$ cat src/rtl/wb_arbiter_pkg.sv
// Shared types for the writeback arbiter: source identifiers, the result
// request bundle and default widths.
package wb_arbiter_pkg;

  localparam int XLEN_DEF  = 32;
  localparam int NREGS_DEF = 32;
  localparam int AW_DEF    = 5;

  typedef enum logic [1:0] {
    WB_NONE = 2'd0,
    WB_ALU  = 2'd1,
    WB_MDU  = 2'd2,
    WB_LSU  = 2'd3
  } wb_src_e;

  typedef struct packed {
    logic                valid;
    logic [AW_DEF-1:0]   rd;
    logic [XLEN_DEF-1:0] data;
  } wb_req_t;

  // The round-robin pointer only ever names one of the two long-latency sources.
  function automatic wb_src_e rr_other(input wb_src_e s);
    return (s == WB_MDU) ? WB_LSU : WB_MDU;
  endfunction

endpackage

$ cat src/rtl/wb_arbiter_if.sv
// Bundle of producer results, issue/decode checks and register-file write
// signals around the writeback arbiter.
interface wb_arbiter_if
  import wb_arbiter_pkg::*;
#(
  parameter int XLEN  = XLEN_DEF,
  parameter int NREGS = NREGS_DEF,
  parameter int AW    = AW_DEF
) ();

  // Handshake: a producer raises *_valid with rd/data and holds all three
  // stable until it sees *_ready; a transfer happens on the cycle where both
  // are high. The ALU has no ready and is always taken when valid.
  logic             alu_valid;
  logic [AW-1:0]    alu_rd;
  logic [XLEN-1:0]  alu_data;
  logic             mdu_valid;
  logic             mdu_ready;
  logic [AW-1:0]    mdu_rd;
  logic [XLEN-1:0]  mdu_data;
  logic             lsu_valid;
  logic             lsu_ready;
  logic [AW-1:0]    lsu_rd;
  logic [XLEN-1:0]  lsu_data;
  logic             iss_valid;
  logic [AW-1:0]    iss_rd;
  logic [AW-1:0]    chk_rs1;
  logic [AW-1:0]    chk_rs2;
  logic [AW-1:0]    chk_rd;
  logic             hazard;
  logic             rf_we;
  logic [AW-1:0]    rf_rd;
  logic [XLEN-1:0]  rf_wd;
  logic [NREGS-1:0] busy_mask;
  wb_src_e          dbg_rr_ptr;

  modport slave (
    input  alu_valid, alu_rd, alu_data,
    input  mdu_valid, mdu_rd, mdu_data,
    input  lsu_valid, lsu_rd, lsu_data,
    input  iss_valid, iss_rd, chk_rs1, chk_rs2, chk_rd,
    output mdu_ready, lsu_ready, hazard,
    output rf_we, rf_rd, rf_wd, busy_mask, dbg_rr_ptr
  );

  modport master (
    output alu_valid, alu_rd, alu_data,
    output mdu_valid, mdu_rd, mdu_data,
    output lsu_valid, lsu_rd, lsu_data,
    output iss_valid, iss_rd, chk_rs1, chk_rs2, chk_rd,
    input  mdu_ready, lsu_ready, hazard,
    input  rf_we, rf_rd, rf_wd, busy_mask, dbg_rr_ptr
  );

endinterface

$ cat src/rtl/wb_scoreboard.sv
// Busy bits for registers awaiting a long-latency result, and the decode
// hazard compare against them.
module wb_scoreboard
  import wb_arbiter_pkg::*;
#(
  parameter int NREGS = NREGS_DEF,
  parameter int AW    = AW_DEF
) (
  input  logic             clk,
  input  logic             rst,
  input  logic             set_valid,
  input  logic [AW-1:0]    set_rd,
  input  logic             clr_valid,
  input  logic [AW-1:0]    clr_rd,
  input  logic [AW-1:0]    chk_rs1,
  input  logic [AW-1:0]    chk_rs2,
  input  logic [AW-1:0]    chk_rd,
  output logic             hazard,
  output logic [NREGS-1:0] busy_mask
);

  logic [NREGS-1:0] busy_q, busy_d;
  logic [NREGS-1:0] set_vec, clr_vec;

  // Set is applied after clear so a reissue at the retire edge stays pending.
  always_comb begin
    set_vec = '0;
    clr_vec = '0;
    if (set_valid && (set_rd != '0)) set_vec[set_rd] = 1'b1;
    if (clr_valid) clr_vec[clr_rd] = 1'b1;
    busy_d = (busy_q & ~clr_vec) | set_vec;
  end

  always_ff @(posedge clk) begin
    if (rst) busy_q <= '0;
    else     busy_q <= busy_d;
  end

  assign hazard = ((chk_rs1 != '0) && busy_q[chk_rs1])
                | ((chk_rs2 != '0) && busy_q[chk_rs2])
                | ((chk_rd  != '0) && busy_q[chk_rd]);

  assign busy_mask = busy_q;

endmodule

$ cat src/rtl/wb_arbiter.sv
// Drives the register file's single write port from the ALU, MDU and LSU,
// ALU first, with round-robin between the two long-latency producers.
module wb_arbiter
  import wb_arbiter_pkg::*;
#(
  parameter int XLEN  = XLEN_DEF,
  parameter int NREGS = NREGS_DEF,
  parameter int AW    = AW_DEF
) (
  input  logic       clk,
  input  logic       rst,
  wb_arbiter_if.slave bus
);

  wb_req_t         alu_req, mdu_req, lsu_req, sel_req;
  wb_src_e         grant;
  wb_src_e         ptr_q, ptr_d;
  logic            contested;
  logic            rf_we_q, rf_we_d;
  logic [AW-1:0]   rf_rd_q, rf_rd_d;
  logic [XLEN-1:0] rf_wd_q, rf_wd_d;

  assign alu_req = '{valid: bus.alu_valid, rd: bus.alu_rd, data: bus.alu_data};
  assign mdu_req = '{valid: bus.mdu_valid, rd: bus.mdu_rd, data: bus.mdu_data};
  assign lsu_req = '{valid: bus.lsu_valid, rd: bus.lsu_rd, data: bus.lsu_data};

  always_comb begin
    contested = bus.mdu_valid && bus.lsu_valid;
    grant     = WB_NONE;
    if (rst)                grant = WB_NONE;
    else if (bus.alu_valid) grant = WB_ALU;
    else if (contested)     grant = ptr_q;
    else if (bus.mdu_valid) grant = WB_MDU;
    else if (bus.lsu_valid) grant = WB_LSU;
  end

  always_comb begin
    case (grant)
      WB_ALU:  sel_req = alu_req;
      WB_MDU:  sel_req = mdu_req;
      WB_LSU:  sel_req = lsu_req;
      default: sel_req = '0;
    endcase
    ptr_d = (contested && (grant != WB_NONE) && (grant != WB_ALU)) ? rr_other(ptr_q) : ptr_q;
    // A write to x0 completes the handshake but never strobes the port.
    rf_we_d = sel_req.valid && (sel_req.rd != '0);
    rf_rd_d = rf_we_d ? sel_req.rd   : rf_rd_q;
    rf_wd_d = rf_we_d ? sel_req.data : rf_wd_q;
  end

  always_ff @(posedge clk) begin
    if (rst) begin
      ptr_q   <= WB_MDU;
      rf_we_q <= 1'b0;
      rf_rd_q <= '0;
      rf_wd_q <= '0;
    end else begin
      ptr_q   <= ptr_d;
      rf_we_q <= rf_we_d;
      rf_rd_q <= rf_rd_d;
      rf_wd_q <= rf_wd_d;
    end
  end

  wb_scoreboard #(.NREGS(NREGS), .AW(AW)) u_scoreboard (
    .clk       (clk),
    .rst       (rst),
    .set_valid (bus.iss_valid),
    .set_rd    (bus.iss_rd),
    .clr_valid ((grant == WB_MDU) || (grant == WB_LSU)),
    .clr_rd    (sel_req.rd),
    .chk_rs1   (bus.chk_rs1),
    .chk_rs2   (bus.chk_rs2),
    .chk_rd    (bus.chk_rd),
    .hazard    (bus.hazard),
    .busy_mask (bus.busy_mask)
  );

  assign bus.mdu_ready  = (grant == WB_MDU);
  assign bus.lsu_ready  = (grant == WB_LSU);
  assign bus.rf_we      = rf_we_q;
  assign bus.rf_rd      = rf_rd_q;
  assign bus.rf_wd      = rf_wd_q;
  assign bus.dbg_rr_ptr = ptr_q;

endmodule

$ cat src/flat_wrapper.sv
// flat-port wrapper written by rule: the top's interface ports become plain ports
module wb_arbiter_flat import wb_arbiter_pkg::*;
#(
  parameter int XLEN  = XLEN_DEF,
  parameter int NREGS = NREGS_DEF,
  parameter int AW    = AW_DEF
)
  (clk, rst, bus_alu_valid, bus_alu_rd, bus_alu_data, bus_mdu_valid, bus_mdu_rd, bus_mdu_data, bus_lsu_valid, bus_lsu_rd, bus_lsu_data, bus_iss_valid, bus_iss_rd, bus_chk_rs1, bus_chk_rs2, bus_chk_rd, bus_mdu_ready, bus_lsu_ready, bus_hazard, bus_rf_we, bus_rf_rd, bus_rf_wd, bus_busy_mask, bus_dbg_rr_ptr);
  wb_arbiter_if #(.XLEN(XLEN), .NREGS(NREGS), .AW(AW)) bus_i ();
  input  logic clk;
  input  logic rst;
  input wire logic [$bits(bus_i.alu_valid)-1:0] bus_alu_valid;
  input wire logic [$bits(bus_i.alu_rd)-1:0] bus_alu_rd;
  input wire logic [$bits(bus_i.alu_data)-1:0] bus_alu_data;
  input wire logic [$bits(bus_i.mdu_valid)-1:0] bus_mdu_valid;
  input wire logic [$bits(bus_i.mdu_rd)-1:0] bus_mdu_rd;
  input wire logic [$bits(bus_i.mdu_data)-1:0] bus_mdu_data;
  input wire logic [$bits(bus_i.lsu_valid)-1:0] bus_lsu_valid;
  input wire logic [$bits(bus_i.lsu_rd)-1:0] bus_lsu_rd;
  input wire logic [$bits(bus_i.lsu_data)-1:0] bus_lsu_data;
  input wire logic [$bits(bus_i.iss_valid)-1:0] bus_iss_valid;
  input wire logic [$bits(bus_i.iss_rd)-1:0] bus_iss_rd;
  input wire logic [$bits(bus_i.chk_rs1)-1:0] bus_chk_rs1;
  input wire logic [$bits(bus_i.chk_rs2)-1:0] bus_chk_rs2;
  input wire logic [$bits(bus_i.chk_rd)-1:0] bus_chk_rd;
  output wire logic [$bits(bus_i.mdu_ready)-1:0] bus_mdu_ready;
  output wire logic [$bits(bus_i.lsu_ready)-1:0] bus_lsu_ready;
  output wire logic [$bits(bus_i.hazard)-1:0] bus_hazard;
  output wire logic [$bits(bus_i.rf_we)-1:0] bus_rf_we;
  output wire logic [$bits(bus_i.rf_rd)-1:0] bus_rf_rd;
  output wire logic [$bits(bus_i.rf_wd)-1:0] bus_rf_wd;
  output wire logic [$bits(bus_i.busy_mask)-1:0] bus_busy_mask;
  output wire logic [$bits(bus_i.dbg_rr_ptr)-1:0] bus_dbg_rr_ptr;
  assign bus_i.alu_valid = bus_alu_valid;
  assign bus_i.alu_rd = bus_alu_rd;
  assign bus_i.alu_data = bus_alu_data;
  assign bus_i.mdu_valid = bus_mdu_valid;
  assign bus_i.mdu_rd = bus_mdu_rd;
  assign bus_i.mdu_data = bus_mdu_data;
  assign bus_i.lsu_valid = bus_lsu_valid;
  assign bus_i.lsu_rd = bus_lsu_rd;
  assign bus_i.lsu_data = bus_lsu_data;
  assign bus_i.iss_valid = bus_iss_valid;
  assign bus_i.iss_rd = bus_iss_rd;
  assign bus_i.chk_rs1 = bus_chk_rs1;
  assign bus_i.chk_rs2 = bus_chk_rs2;
  assign bus_i.chk_rd = bus_chk_rd;
  assign bus_mdu_ready = bus_i.mdu_ready;
  assign bus_lsu_ready = bus_i.lsu_ready;
  assign bus_hazard = bus_i.hazard;
  assign bus_rf_we = bus_i.rf_we;
  assign bus_rf_rd = bus_i.rf_rd;
  assign bus_rf_wd = bus_i.rf_wd;
  assign bus_busy_mask = bus_i.busy_mask;
  assign bus_dbg_rr_ptr = bus_i.dbg_rr_ptr;
  wb_arbiter #(.XLEN(XLEN), .NREGS(NREGS), .AW(AW)) u_core (.clk(clk), .rst(rst), .bus(bus_i));
endmodule
$ cat config.mk
export PLATFORM = sky130hd
export DESIGN_NAME = wb_arbiter_flat
export DESIGN_NICKNAME = d
export VERILOG_FILES = /design/src/rtl/wb_arbiter_pkg.sv /design/src/rtl/wb_arbiter_if.sv /design/src/rtl/wb_scoreboard.sv /design/src/rtl/wb_arbiter.sv /design/src/flat_wrapper.sv
export SDC_FILE = /design/constraint.sdc
export NUM_CORES = 1
export LEC_CHECK = 0
export ABC_AREA = 1
export CORE_MARGIN = 1.5
export CORE_UTILIZATION = 43
export DETAILED_ROUTE_END_ITERATION = 7
export HOLD_SLACK_MARGIN = 0.02
export PLACE_DENSITY = 0.85
export SYNTH_ARGS = -nofsm -noshare
export SYNTH_HDL_FRONTEND = slang
export SYNTH_HIERARCHICAL = 1
export SYNTH_SLANG_ARGS = --single-unit
$ cat constraint.sdc
create_clock -name clk -period 2.26 [get_ports clk]
set_clock_uncertainty 0.1 [all_clocks]
set_input_delay 0.565 -clock clk [delete_from_list [all_inputs] [get_ports clk]]
set_output_delay 0.565 -clock clk [all_outputs]
set_load 0.05 [all_outputs]
==> impl_metrics.env <==
export IMPL_outcome="finished with violations"
export IMPL_violations="negative setup slack"
export IMPL_drv_slew=0
export IMPL_core_um2=11300
export IMPL_finalSetupViolCount=1
export IMPL_chipWidth_um=110
export IMPL_p_per_area_nw_per_um2=547
export IMPL_p_comb_share_pct=37.9
export IMPL_totalPowerFinal_w=0.00457
export IMPL_nets=1241
export IMPL_cts_sinks=71
export IMPL_hold_violations=0
export IMPL_grt_pass1_wl_um=30000
export IMPL_grt_ovfl_total=0
export IMPL_switching_power_w=0.00161
export IMPL_grt_util_all_layers_pct=31.9
export IMPL_p_leak_nw=3.92
export IMPL_fillers=811
export IMPL_drive_gt1_share_pct=16.4
export IMPL_diodes=0
export IMPL_start_util_pct=43.8
export IMPL_clockRootBuffer="clkbuf_16"
export IMPL_drt_iter0_drc=638
export IMPL_synthCells=851
export IMPL_ctsHoldBuffers=0
export IMPL_max_cap_violations=0
export IMPL_synth_seq_cells=71
export IMPL_final_common_cell="nand2_1"
export IMPL_yosys_warnings=6
export IMPL_instances_no_fill=1252
export IMPL_required_ns=1.59
export IMPL_gp_congestion=0.971
export IMPL_dp_cells=1215
export IMPL_grt_busiest_layer="met2"
export IMPL_ctsHtreeMaxLevel=3
export IMPL_end_kind="primary output"
export IMPL_yosysSeqAreaShare_pct=28.7
export IMPL_fin_crit_ns=2.48
export IMPL_dp_hpwl_um=14000
export IMPL_io_pins=212
export IMPL_area_growth_synth_to_final_pct=68.6
export IMPL_vias_per_cell=5.51
export IMPL_p_clk_share_pct=31.5
export IMPL_slew_headroom_pct=63.3
export IMPL_wirelength_um=20900
export IMPL_netSwitchingFraction_pct=35.3
export IMPL_met3_usage_pct=7.70
export IMPL_first_global_vias=6390
export IMPL_synth_area_um2=4960
export IMPL_antenna_found_initial=1
export IMPL_ys_types=29
export IMPL_fp_row_count=39
export IMPL_firstDrtPassIters=6
export IMPL_avgSynthCellArea_um2=5.82
export IMPL_worst_slew_pin_slew_ns=0.549
export IMPL_drc=0
export IMPL_crit_arrival_ns=1.82
export IMPL_worst_slack_ns=-0.221
export IMPL_min_delay_path_class="flop to flop"
export IMPL_wl_per_cell_um=16.7
export IMPL_vias=6901
export IMPL_setup_tns_ns=-0.221
export IMPL_grt_max_degree=33
export IMPL_fmaxAchievable_ghz=0.403
export IMPL_synth_net_count=988
export IMPL_port_buffers=210
export IMPL_cts_buffers=9
export IMPL_place_ws_ns=-0.520
export IMPL_max_vdd_ir_drop_mv=0.421
export IMPL_cp_start_kind="input port"
export IMPL_grtUsageMet1_pct=34.4
export IMPL_die_h_um=110
export IMPL_final_cell_mix="nand2_1 (283), clkdlybuf4s50_1 (166), inv_1 (89)"
export IMPL_finalCritPeriodShare_pct=110
export IMPL_insertion_delay_ns=0.34
export IMPL_grt_util_met2_pct=57.0
export IMPL_worstSetupPathType="input port to primary output"
export IMPL_rsz0062_at_grt="true"
export IMPL_path_max_fanout=15
export IMPL_path_clk_slew_ns=0.06
export IMPL_p_int_w=0.00296
export IMPL_die_area_um2=12200
export IMPL_seq_power_share_pct=30.6
export IMPL_reg2reg_setup_slack_ns=0.12
export IMPL_drtAntennaViolNets=0
export IMPL_cts_max_path_buffers=2
export IMPL_cts_tree="yes"
-- registers in the layout, summed over array words and instances, names as in the netlist --
signal and count:
u_core/bus.dbg_rr_ptr 1, u_core/bus.rf_we 1, u_core/bus.rf_wd 32, u_core/u_scoreboard/busy_mask 32, u_core/bus.rf_rd 5
-- cell type report --
cell class	count	area, um^2	share of cell area, %
clock buffer	11	243	2.91
clock inverter	5	57.6	0.689
inverter	101	404	4.84
multi-input combinational	637	3100	37.1
sequential	71	1420	17.0
tap	143	179	2.14
timing repair buffer	282	2930	35.1
timing repair inverter	2	23.8	0.285
-- power by group through the flow --
stage	combinational [W]	sequential (W)	clock, W
after floorplan	0.000579	0.00171	0
after global placement	0.00151	0.00142	0
after detailed placement	0.00152	0.00142	0
after CTS	0.00159	0.00140	0.00144
after global routing	0.00184	0.00141	0.00150
final	0.00173	0.00140	0.00144
-- cells in the mapped netlist, drive strengths merged --
library cell,n,area [um^2]
nand2,296,1120
nand3,110,581
inv,101,394
nor2,87,342
dfxtp,71,1420
o21ai,43,215
a21oi,36,180
nand4,33,206
buf,29,223
nor3,14,96.4
clkbuf,13,48.8
o211ai,12,90.1
a31oi,3,18.8
a22o,1,8.76
and3,1,6.26
conb,1,3.75
-- worst paths after layout --
| path | from | to | cells after the start |
|---|---|---|---|
| worst max-delay path | bus_chk_rs2[0] | bus_hazard | 15 |
| worst min-delay path | u_core/bus.rf_wd[12]$_SDFFE_PP0P_ | u_core/bus.rf_wd[12]$_SDFFE_PP0P_ | 2 |
| worst max register to register | u_core/bus.dbg_rr_ptr[0]$_SDFFE_PP0P_ | u_core/bus.rf_rd[1]$_SDFFE_PP0P_ | 12 |
| worst min register to register | u_core/bus.rf_wd[12]$_SDFFE_PP0P_ | u_core/bus.rf_wd[12]$_SDFFE_PP0P_ | 2 |
-- per-layer routing --
| metal | share of wire [%] | vias up |
|---|---|---|
| li1 | - | 3243 |
| met2 | 49 | 469 |
| met1 | 35 | 3092 |
| met5 | 0 | - |
| met4 | 5.4 | 0 |
| met3 | 10 | 97 |
-- repair_timing --
item | in CTS | in global routing
pin swaps | 12 | 21
endpoints found under the setup margin | 71 | 81
buffers inserted | 3 | 5
resized for setup | 68 | 73
cloned | 9 | 4
-- critical path, stage by stage --
cell,delay [ns]
buf_12,0.12
buf_12,0.14
inv_12,0.08
nand2_1,0.07
nand3_1,0.08
nand2_1,0.07
nand2_1,0.05
nand2_1,0.06
inv_1,0.06
nand2_1,0.05
nand2_1,0.05
nand2_1,0.08
nor2_2,0.12
nand2_2,0.08
buf_12,0.15
-- logic make-up after synthesis --
logic type             share of synthesized area, %
AND/OR/NAND/NOR                                47.5
buffers and inverters                          13.4
AO/OA/AOI/OAI                                  10.4
flip-flops                                     28.7
other                                        0.0757
-- metrics by stage --
stage	cell area (um^2)	util, %	hold slack, ns
2_1_floorplan	4960	-	0.534
6_report	8350	73.8	0.388
3_3_place_gp	7450	65.8	0.355
5_1_grt	8350	73.8	0.404
3_5_place_dp	7450	65.8	0.369
4_1_cts	7990	70.6	0.380
No activity file was read; power rests on OpenSTA's default activity.
==> RTL edit, RTL diff (config.mk and constraints unchanged) <==
Set the package constant `AW_DEF` to 4 (it was 5).
--- a/src/rtl/wb_arbiter_pkg.sv
+++ b/src/rtl/wb_arbiter_pkg.sv
@@ -4,7 +4,7 @@
 
   localparam int XLEN_DEF  = 32;
   localparam int NREGS_DEF = 32;
-  localparam int AW_DEF    = 5;
+  localparam int AW_DEF    = 4;
 
   typedef enum logic [1:0] {
     WB_NONE = 2'd0,
Interface: changed (8 resized); port bits go from 212 to 204. No check against the original RTL was run, so the function may have changed too.
==> RTL edit against the original RTL <==
Clock power fell by 60%. Power fell by 35%. Fmax rose by 12%. Combinational power fell by 24%. Wire length fell by 39%. Cell area fell by 29%. Sequential cell count fell by 17. Register-to-register slack improved by 0.17 ns. Sequential share of layout area rose by 1.3 points. Worst setup slack improved by 0.27 ns. Area after synthesis fell by 25%. Non-clock buffer count fell by 58. Critical path type unchanged. Largest power group unchanged.
==> RTL edit: results (changes against the original RTL) <==
outcome complete, no violations; Area contributors post-synth dfxtp_1, nand2_1, nand3_1; initial antenna violation count 0 (-1); first-pass GRT wire length 20.41 mm (-32%); dpl cells 877 (-28%); M1 GR Usage 0.3114 (-0.03280); maximum VDD drop 0.3132 mV (-26%); M2 GR Usage 0.5129 (-0.05675); Syn Inst Count 584 (-31%); met2 routed wirelength 6.507 mm (-37%); Psw 1.143 mW (-29%); pin count of the biggest net entering global routing 32 (-3.0%); DR vias 4584 (-34%); peak fanout along the critical path 6 (-9); vias in the first global route 4388 (-31%); met3 WL 1.160 mm (-45%); Seq/Total Area, Yosys 0.2913 (+0.004505); vias per cell 5.139 (-6.8%); met3 GRT Util 0.08452 (+0.007505); Global Route Usage Sum 0.2837 (-0.03570); power share of the clock group 0.194 (-0.121); dpl ws -0.3973 ns (+0.1229 ns); Synth async-reset ratio 0 (unchanged); clk_lat worst skew 0.31 ns (-0.03 ns); Max-slew headroom 0.6342 (+0.001234); clock-pin slew on the worst setup and hold paths 0.10 ns (+0.04 ns); Placed Area 5732 sq um (-23%); HPWL after DPL 10.00 mm (-29%); wire length on met1 4.775 mm (-35%); compound-gate portion of the synthesized area 0.1433 (+0.03978); layout cell share with drive strength beyond 1 0.1690 (+0.004884); H-tree levels 2 (-1); 1st-iter DRT viols 354 (-45%); root buffer cell clkbuf_8; sequential power share 0.362 (+0.056); drt first pass iters 5 (-1); Leakage 2.682 nW (-32%); GPL Wtd Cong 0.9907 (+2.1%); crit path DAT 1.54 ns (-0.28 ns); synth cell count leaders nand2_1, nand3_1, dfxtp_1; Post-layout nets 916 (-26%); sequential logic power 1.07 mW (-24%); DRT Wirelength 12.74 mm (-39%); hold crit path type reg2reg
## RTL edit: cell types whose count changed after synthesis, sizes merged, moves of 17 or more
cell / before / now
nand2: 296 / 199
nand4: 33 / 1
dfxtp: 71 / 54
nor2: 87 / 42
inv: 101 / 54
nand3: 110 / 90
## RTL edit: kinds of logic after synthesis
family / Yosys count
other: 2
AOI/OAI and AO/OA: 87
buffers and inverters: 98
and+or+nand+nor: 343
DFF: 54
## RTL edit: area by class of cell
| cell class | count | area, sq um |
|---|---|---|
| timing repair buffer | 224 | 2210 |
| tap | 105 | 131.4 |
| inverter | 54 | 215.2 |
| fill | 656 | 2361 |
| sequential | 54 | 1086 |
| multi-input combinational | 447 | 2201 |
| clock buffer | 6 | 82.58 |
| clock inverter | 2 | 12.51 |
## RTL edit: worst paths after layout
kind	slack [ns]	endpoint	cells past startpoint	from
max reg2reg	0.29	u_core/bus.rf_wd[9]	11	u_core/bus.dbg_rr_ptr[0]
min reg2reg	0.38	u_core/bus.rf_wd[28]	2	u_core/bus.rf_wd[28]
max	0.05	bus_hazard	11	bus_chk_rs2[0]
min	0.38	u_core/bus.rf_wd[28]	2	u_core/bus.rf_wd[28]
## RTL edit: critical path, stage by stage
cell and delay (ns):
buf_8 0.10, buf_6 0.13, inv_8 0.06, nand2_4 0.04
nand3_2 0.05, nand2_1 0.07, nor2_1 0.13, nor2_1 0.06
nor2_1 0.09, nand2_1 0.09, buf_12 0.16
## RTL edit: what timing repair did
item,in CTS,in global routing
gates resized for setup,40,36
hold buffers,0,0
setup endpoints to repair,3,10
cloned,1,0
setup buffers,6,0
pin swaps,14,8
